$ cat config.mk
export PLATFORM = sky130hd
export DESIGN_NAME = conv_window_feeder
export DESIGN_NICKNAME = d
export VERILOG_FILES = /design/src/rtl/cnn_pkg.sv /design/src/rtl/conv_line_buffer.sv /design/src/rtl/conv_window_feeder.sv
export SDC_FILE = /design/constraint.sdc
export NUM_CORES = 2
export LEC_CHECK = 0
export CAP_MARGIN = 40
export CORE_AREA = 2 2 424 426
export CTS_BUF_LIST = sky130_fd_sc_hd__clkbuf_4 sky130_fd_sc_hd__clkbuf_8 sky130_fd_sc_hd__clkbuf_16
export DETAILED_ROUTE_END_ITERATION = 6
export DIE_AREA = 0 0 426 428
export GPL_TIMING_DRIVEN = 0
export SYNTH_ARGS = -nofsm -noshare
export SYNTH_HDL_FRONTEND = slang
export SYNTH_HIERARCHICAL = 1
export SYNTH_SLANG_ARGS = --single-unit
$ cat constraint.sdc
create_clock -name clk -period 3.3 [get_ports clk]
set_input_delay 0.495 -clock clk [delete_from_list [all_inputs] [get_ports clk]]
set_output_delay 0.495 -clock clk [all_outputs]
set_load 0.01 [all_outputs]
$ cat src/rtl/cnn_pkg.sv
// Shared types and helpers for the convolution front end and layer.
package cnn_pkg;

  // Window feeder control states.
  typedef enum logic [1:0] {
    FILL   = 2'd0,
    STREAM = 2'd1,
    DRAIN  = 2'd2
  } feeder_state_e;

  // Default layer geometry.
  localparam int DEF_DATA_WIDTH     = 8;
  localparam int DEF_KERNEL_SIZE    = 3;
  localparam int DEF_INPUT_CHANNELS = 3;

  // Window and pixel bus sizes for the default geometry.
  localparam int WIN_ELEMS = DEF_KERNEL_SIZE * DEF_KERNEL_SIZE * DEF_INPUT_CHANNELS;
  localparam int PIX_W     = DEF_INPUT_CHANNELS * DEF_DATA_WIDTH;
  localparam int WIN_W     = WIN_ELEMS * DEF_DATA_WIDTH;

  // Packed element index of (row, col, channel) in a window bus.
  // Row 0 is the oldest image row, col 0 the leftmost column.
  function automatic int win_idx(input int r, input int c, input int ch,
                                 input int ksize, input int nch);
    return (r * ksize + c) * nch + ch;
  endfunction

endpackage

$ cat src/rtl/conv_line_buffer.sv
// One circular image-row memory. The read is combinational so the caller
// sees the previous row's pixel in the same cycle it overwrites that slot.
module conv_line_buffer #(
  parameter int DEPTH = 32,
  parameter int WIDTH = 24
) (
  input  logic                     clk,
  input  logic                     rst_n,
  input  logic                     wr_en,
  input  logic [$clog2(DEPTH)-1:0] addr,
  input  logic [WIDTH-1:0]         wr_data,
  output logic [WIDTH-1:0]         rd_data
);

  logic [WIDTH-1:0] mem_q [DEPTH];

  assign rd_data = mem_q[addr];

  // Row storage: cleared on reset, written at the current column on accept.
  always_ff @(posedge clk or negedge rst_n) begin
    if (!rst_n) begin
      for (int i = 0; i < DEPTH; i++) begin
        mem_q[i] <= '0;
      end
    end else if (wr_en) begin
      mem_q[addr] <= wr_data;
    end
  end

endmodule

$ cat src/rtl/conv_window_feeder.sv
// Raster-order pixel stream to KxKxC sliding windows (stride 1, no padding).
// K-1 line buffers hold the previous rows; a KxK shift register forms the
// window, which doubles as the single output stage.
module conv_window_feeder
  import cnn_pkg::*;
#(
  parameter int DATA_WIDTH     = DEF_DATA_WIDTH,
  parameter int KERNEL_SIZE    = DEF_KERNEL_SIZE,
  parameter int INPUT_CHANNELS = DEF_INPUT_CHANNELS,
  parameter int IMG_WIDTH      = 32,
  parameter int IMG_HEIGHT     = 32
) (
  input  logic                                                         clk,
  input  logic                                                         rst_n,
  input  logic                                                         clear,
  input  logic                                                         pix_valid,
  output logic                                                         pix_ready,
  input  logic [INPUT_CHANNELS*DATA_WIDTH-1:0]                         pix_data,
  output logic                                                         win_valid,
  input  logic                                                         win_ready,
  output logic [KERNEL_SIZE*KERNEL_SIZE*INPUT_CHANNELS*DATA_WIDTH-1:0] win_data,
  output logic [$clog2(IMG_HEIGHT)-1:0]                                win_row,
  output logic [$clog2(IMG_WIDTH)-1:0]                                 win_col,
  output logic                                                         frame_done
);

  localparam int PW = INPUT_CHANNELS * DATA_WIDTH;
  localparam int WW = KERNEL_SIZE * KERNEL_SIZE * PW;
  localparam int RW = $clog2(IMG_HEIGHT);
  localparam int CW = $clog2(IMG_WIDTH);

  localparam logic [RW-1:0] ROW_K1  = RW'(KERNEL_SIZE - 1);
  localparam logic [CW-1:0] COL_K1  = CW'(KERNEL_SIZE - 1);
  localparam logic [RW-1:0] ROW_MAX = RW'(IMG_HEIGHT - 1);
  localparam logic [CW-1:0] COL_MAX = CW'(IMG_WIDTH - 1);

  feeder_state_e state_q, state_d;
  logic          rdy_en_q, rdy_en_d;
  logic [RW-1:0] row_cnt_q, row_cnt_d;
  logic [CW-1:0] col_cnt_q, col_cnt_d;
  logic          win_valid_q, win_valid_d;
  logic [RW-1:0] win_row_q, win_row_d;
  logic [CW-1:0] win_col_q, win_col_d;
  logic [WW-1:0] win_q, win_d;

  logic pix_accept;
  logic win_accept;
  logic col_last;
  logic row_last;
  logic emit;

  logic [PW-1:0] lb_rd   [KERNEL_SIZE-1];
  logic [PW-1:0] col_pix [KERNEL_SIZE];

  assign pix_accept = pix_valid && pix_ready;
  assign win_accept = win_valid_q && win_ready;
  assign col_last   = (col_cnt_q == COL_MAX);
  assign row_last   = (row_cnt_q == ROW_MAX);
  assign emit       = (row_cnt_q >= ROW_K1) && (col_cnt_q >= COL_K1);

  // Line buffer chain: buffer 0 holds the oldest row; each accept moves the
  // column up one buffer and the incoming pixel enters the newest one.
  genvar gi;
  generate
    for (gi = 0; gi < KERNEL_SIZE - 1; gi++) begin : g_lb
      logic [PW-1:0] wr_data;
      if (gi == KERNEL_SIZE - 2) begin : g_newest
        assign wr_data = pix_data;
      end else begin : g_older
        assign wr_data = lb_rd[gi+1];
      end
      conv_line_buffer #(
        .DEPTH (IMG_WIDTH),
        .WIDTH (PW)
      ) u_lb (
        .clk     (clk),
        .rst_n   (rst_n),
        .wr_en   (pix_accept),
        .addr    (col_cnt_q),
        .wr_data (wr_data),
        .rd_data (lb_rd[gi])
      );
      assign col_pix[gi] = lb_rd[gi];
    end
  endgenerate

  assign col_pix[KERNEL_SIZE-1] = pix_data;

  // State register plus all datapath flops.
  always_ff @(posedge clk or negedge rst_n) begin
    if (!rst_n) begin
      state_q     <= FILL;
      rdy_en_q    <= 1'b0;
      row_cnt_q   <= '0;
      col_cnt_q   <= '0;
      win_valid_q <= 1'b0;
      win_row_q   <= '0;
      win_col_q   <= '0;
      win_q       <= '0;
    end else begin
      state_q     <= state_d;
      rdy_en_q    <= rdy_en_d;
      row_cnt_q   <= row_cnt_d;
      col_cnt_q   <= col_cnt_d;
      win_valid_q <= win_valid_d;
      win_row_q   <= win_row_d;
      win_col_q   <= win_col_d;
      win_q       <= win_d;
    end
  end

  // Next state: windows only form once K-1 rows and columns are buffered;
  // the row wrap always restarts filling since col 0 < K-1.
  always_comb begin
    state_d = state_q;
    if (clear) begin
      state_d = FILL;
    end else begin
      case (state_q)
        FILL, STREAM: begin
          if (pix_accept) begin
            if (row_last && col_last) begin
              state_d = DRAIN;
            end else if (emit && !col_last) begin
              state_d = STREAM;
            end else begin
              state_d = FILL;
            end
          end
        end
        DRAIN: begin
          if (win_accept) begin
            state_d = FILL;
          end
        end
        default: state_d = FILL;
      endcase
    end
  end

  // FSM outputs: input stalls while the window stage is blocked or draining.
  always_comb begin
    pix_ready  = rdy_en_q && !clear && (state_q != DRAIN) &&
                 (!win_valid_q || win_ready);
    frame_done = !clear && (state_q == DRAIN) && win_accept;
  end

  // Counters and window shift register; a window accepted in the same cycle
  // as an emitting pixel is replaced without a bubble.
  always_comb begin
    rdy_en_d    = 1'b1;
    row_cnt_d   = row_cnt_q;
    col_cnt_d   = col_cnt_q;
    win_valid_d = win_valid_q;
    win_row_d   = win_row_q;
    win_col_d   = win_col_q;
    win_d       = win_q;
    if (clear) begin
      row_cnt_d   = '0;
      col_cnt_d   = '0;
      win_valid_d = 1'b0;
    end else begin
      if (win_accept) begin
        win_valid_d = 1'b0;
      end
      if (pix_accept) begin
        if (col_last) begin
          col_cnt_d = '0;
          row_cnt_d = row_last ? '0 : row_cnt_q + RW'(1);
        end else begin
          col_cnt_d = col_cnt_q + CW'(1);
        end
        for (int r = 0; r < KERNEL_SIZE; r++) begin
          for (int c = 0; c < KERNEL_SIZE - 1; c++) begin
            win_d[win_idx(r, c, 0, KERNEL_SIZE, INPUT_CHANNELS)*DATA_WIDTH +: PW] =
              win_q[win_idx(r, c + 1, 0, KERNEL_SIZE, INPUT_CHANNELS)*DATA_WIDTH +: PW];
          end
          win_d[win_idx(r, KERNEL_SIZE - 1, 0, KERNEL_SIZE, INPUT_CHANNELS)*DATA_WIDTH +: PW] =
            col_pix[r];
        end
        if (emit) begin
          win_valid_d = 1'b1;
          win_row_d   = row_cnt_q - ROW_K1;
          win_col_d   = col_cnt_q - COL_K1;
        end
      end
    end
  end

  assign win_valid = win_valid_q;
  assign win_data  = win_q;
  assign win_row   = win_row_q;
  assign win_col   = win_col_q;

endmodule

## Yosys cells after proc, flatten, opt, wreduce, memory -nomap -nowiden

Index checks and enable logic that the tools add are counted.

- Add/sub/neg operators: 4
- $lt $le $gt $ge: 4
- Equal/unequal tests: 7
- Mux-type cells: 27
- Bitwise operators: 2
- Reduce and logical (&&, ||, !) cells: 23

Operator list:

| cell | number |
|---|---|
| bitwise mux 768 bit | 2 |
| binary-select mux 24 bit (select 5 bit) | 2 |
| demux 24 bit (select 5 bit) | 1 |
| two-way mux 24 bit | 5 |
| two-way mux 5 bit | 7 |
| logical AND 1 bit | 11 |
| adder 5 x 1 -> 5 bit (second input constant) | 2 |
| == test 5 bit (second input constant) | 2 |
| greater-or-equal comparator 5 x 2 -> 1 bit (second input constant) | 2 |
| subtractor 5 x 2 -> 5 bit (second input constant) | 2 |
| two-way mux 2 bit | 4 |
| greater-or-equal comparator 6 bit (second input constant) | 1 |
| less-than comparator 6 x 1 -> 1 bit (second input constant) | 1 |
| inverter 5 -> 6 bit | 1 |
| AND reduction 2 bit | 3 |
| two-way mux 1 bit | 5 |
| one-hot mux 2 bit (2 select lines) | 1 |
| nonzero test 2 bit | 2 |
| zero test 1 bit | 3 |
| inequality test 3 x 2 -> 1 bit (second input constant) | 1 |
| inequality test 3 bit (second input constant) | 1 |
| AND reduction 3 bit | 1 |
| == test 2 x 1 -> 1 bit (second input constant) | 1 |
| == test 2 bit (second input constant) | 1 |
| 5 further kinds | 5 |

- Register bits after elaboration: 1776
- Word-level logic and storage cells: 139

## Depth between registers and ports, before layout

- Word-level depth: 8
- Gate-level depth with buffers: 10

## By module

Netlist, hierarchy kept.

Modules (own cells, without submodules):

| module | instances | cells each | area each (µm²) | sequential area each (µm²) |
|---|---|---|---|---|
| conv_line_buffer | 2 | 2484 | 35161.2 | 19218.4 |
| conv_window_feeder | 1 | 1033 | 9351.5 | 6005.8 |

## Worst setup path after synthesis

OpenSTA, ideal clock, no wires.

- Kind: input to register
- Start point: input port clear
- End point: register g_lb[0].u_lb/mem_q[267] (netlist bit)
- Setup time: 125 ps
- Arrival time: 2651 ps
- Data required time: 3175 ps
- Slack: 525 ps
- Stages on the path: 9
- Path through: nor2b_2 -> nand4_4 -> inv_2 -> clkbuf_1 -> or3b_1 -> buf_2 -> nor2_2 -> buf_6 -> mux2_2

- Cells in the longest elaborated chain, start to end: 5

Ends and longest elaborated chain:

| element | RTL line | text |
|---|---|---|
| start: declaration | conv_window_feeder.sv:15 | `input logic clear,` |
| zero test 1 bit | conv_window_feeder.sv:143 | `pix_ready = rdy_en_q && !clear && (state_q != DRAIN) &&` |
| logical AND 1 bit (3 in a row) | conv_window_feeder.sv:143 |  |
| logical AND 1 bit | conv_window_feeder.sv:55 | `assign pix_accept = pix_valid && pix_ready;` |
| named net pix_accept | conv_window_feeder.sv:46 | `logic pix_accept;` |
| end signal: indexed assignment | conv_line_buffer.sv:26 | `mem_q[addr] <= wr_data;` |
| end: declaration | conv_line_buffer.sv:15 | `logic [WIDTH-1:0] mem_q [DEPTH];` |

The timed path passes the listed nets, and every way through them passes these cells.
A chain may end at the register's enable or synchronous reset.

==> out/results.ini <==
[power_and_ir_drop]
peakVddDrop_uv=518.1
leakage_nw=43.84
powerDensity_nw_per_um2=575.3
finalPower_mw=53.78

[clock_network]
root_buffer=clkbuf_16
h-tree-depth=4
cts_tree=yes
clkSlewWorstSetupHoldPaths_ns=0.06
cts_buffer_depth=3
clock_latency_ns=0.83
clock-sinks=1776
cts_made_buffers=190

[worst_setup_path]
crit_fanout=10
reg2regPathDepth=9
worstSetupPathType=flip-flop to flip-flop
slowest_delay_ns=0.53
reg2reg_from=col_cnt_q[1]$_DFFE_PN0P_
crit_top_cell=buf_4
reg2reg_setup_slack_ns=0.01
start_kind=flip-flop
cp.buffers_inverters=4
required_ns=3.99
critPathTopFamily=buffers and inverters
r2r-end=g_lb[0].u_lb/mem_q[649]$_DFFE_PN0P_
crit_chain=buf_4, clkbuf_4, buf_4, mux2i_1, o22ai_1, nor4_2, nand2_2, clkbuf_2, mux2_2
end_kind=flip-flop
cp.arrival_ns=3.98
cp_slowest_cell=dfrtp_4

[sta]
finalSetupViolCount=0
skew_ns=0.03039
worst_pin_slew_ns=1.139
hold_ws_ns=-0.4187
min_period_ns=3.289
rsz0062_at_grt=true
relSlewSlack_pct=24.10
layout_setup_ws_ns=0.01103
final-hold-violation-count=119
timing.final.crit_share_pct=99.67
drv_slew=0
clock.fmax_mhz=304.0

[synth]
synth_fa_ha_area_share_pct=0.1570
async_flop_share_pct=100.0
synth_xor_area_share_pct=0.04397
synth-seq-cells=1776
synth_edf_count=0
synth_compound_area_share_pct=3.166
yosysSeqAreaShare_pct=55.78
ys_warn_count=6
synth_nets=6040
synth_area_leaders=dfrtp_1, mux2_2, mux2i_1
synth.cell_area_um2=79670
yosysTopAreaCell=dfrtp_1
synthCells=6001
synthSimpleGateAreaFrac_pct=5.913
synthTopCellsByCount=dfrtp_1, mux2_2, mux2i_1
yosys_most_used_dff=dfrtp_1
syn_area_per_cell_um2=13.28
synth_top_family_by_area=multiplexers
synth_most_common_cell=dfrtp_1
synth_top_area_share_pct=55.78
synthMuxAreaShare_pct=31.54
yosysUniqueCellTypes=58

[finish]
drive_gt1_share_pct=36.88
fillers=15340
area_delta_synth_final_pct=17.34
final_util_pct=52.63
fin_nets=6528
fin_area_um2=93490

[die]
die_height_um=428
initial_utilization_pct=44.85
die_w_um=426
core_um2=177600
rows=155
dieArea_um2=182300
ios=258

[hold_path]
min_path_type=input port to asynchronous set/reset pin

[route]
firstDrtPassIters=5
post_drt_wl_per_cell_um=26.30
drt_iter0_drc=3342
vias_per_cell=5.602
dr_total_vias=50410
drt_wl_total_um=236700
drc_errors=0
postRouteAntennaNets=0

[status]
status=finished with violations
violations=negative hold slack

[global_route]
grt_pass1_vias=51760
grt_max_degree=175
gr-total-overflow=0
grt_use_total_pct=25.76
grt_pass1_wl_um=350800
antenna_found_initial=3

[place]
dp_slack_ns=-1.552
finalWeightedCongestion=0.9169
dpl_cell_area_um2=85700
dp_hpwl_um=177000
port-buffer-count=257

[run]
drv_cap=0

worst reg2reg max path: stages, from the launching register on:
cell and delay (ns):
dfrtp_4 0.53, buf_4 0.24, clkbuf_4 0.30, buf_4 0.34
mux2i_1 0.23, o22ai_1 0.18, nor4_2 0.41, nand2_2 0.28
clkbuf_2 0.31, mux2_2 0.33
final cells by class:
cell class / instances / area (µm²) / area share (%)
clock buffer: 297 / 5976 / 6.392
clock inverter: 47 / 523.0 / 0.5594
sequential: 1776 / 44460 / 47.55
buffer: 513 / 2954 / 3.160
timing repair buffer: 304 / 3367 / 3.601
tap: 2355 / 2947 / 3.152
antenna: 3 / 7.507 / 0.008030
multi-input combinational: 3691 / 33210 / 35.52
inverter: 13 / 48.80 / 0.05219
metal layers:
layer | wire length, µm | GRT usage [%]
met1 | 105600 | 35.62
met2 | 114000 | 41.86
met3 | 10520 | 4.058
met4 | 6657 | 7.449
met5 | 0 | 0
report_power, final:
part           switching [mW]  internal, mW  total, mW
logic                    4.89          2.90       7.79
clock network            8.75          13.2       21.9
registers                1.03          23.0       24.1
total                    14.7          39.1       53.8
state kept, by name, summed over array words and instances (netlist names):
| signal | cells |
|---|---|
| win_row | 5 |
| state_q | 2 |
| win_valid | 1 |
| row_cnt_q | 5 |
| col_cnt_q | 5 |
| win_col | 5 |
| g_lb.u_lb/mem_q | 1536 |
| win_data | 216 |
| rdy_en_q | 1 |
worst max path at each step:
stage,start,end,slack (ns),depth (start not counted)
2_1_floorplan,clear,g_lb[0].u_lb/mem_q[267]$_DFFE_PN0P_,0.52,9
3_3_place_gp,rst_n,g_lb[1].u_lb/mem_q[138]$_DFFE_PN0P_,-79.19,1
3_5_place_dp,rst_n,g_lb[1].u_lb/mem_q[282]$_DFFE_PN0P_,-1.55,6
4_1_cts,col_cnt_q[1]$_DFFE_PN0P_,win_data[67]$_DFFE_PN0P_,-0.008,9
5_1_grt,col_cnt_q[1]$_DFFE_PN0P_,g_lb[0].u_lb/mem_q[442]$_DFFE_PN0P_,-0.004,10
6_report,col_cnt_q[1]$_DFFE_PN0P_,g_lb[0].u_lb/mem_q[649]$_DFFE_PN0P_,0.01,9
layout by cell type, fill, tap and decap left out, types with 21 or more instances in the layout:
master	count
buf_2	165
buf_4	85
buf_6	53
clkbuf_1	127
clkbuf_16	198
clkbuf_2	75
clkbuf_4	71
clkbuf_8	50
clkdlybuf4s50_1	256
clkinv_2	28
dfrtp_1	1771
mux2_1	60
mux2_2	1479
mux2i_1	762
nand2_1	678
nand2_2	34
nor2_2	21
nor4_1	45
nor4_2	35
o22ai_1	380
metrics by stage:
step	setup TNS [ns]	cells
CTS	-0.008339	8992
global route	-0.004137	8996
floorplan	0	6001
finish	0	8999
detailed placement	-2044.41	8637
global placement	-	8613
kinds of logic after synthesis:
kind of cell               count (synthesis)
AOI/OAI and AO/OA                        403
xor gates and xnor gates                   4
adders and majority gates                 10
buffers and inverters                    534
DFF                                     1776
muxes                                   2315
other                                      1
and+or+nand+nor                          958
what timing repair did:
item,CTS,global route
resized for setup,235,79
setup buffers,16,2
gates cloned,3,2
endpoints found under the setup margin,1325,966
pin swaps,15,4
endpoints found under the hold margin,119,119
(Power assumes the default switching activity.)
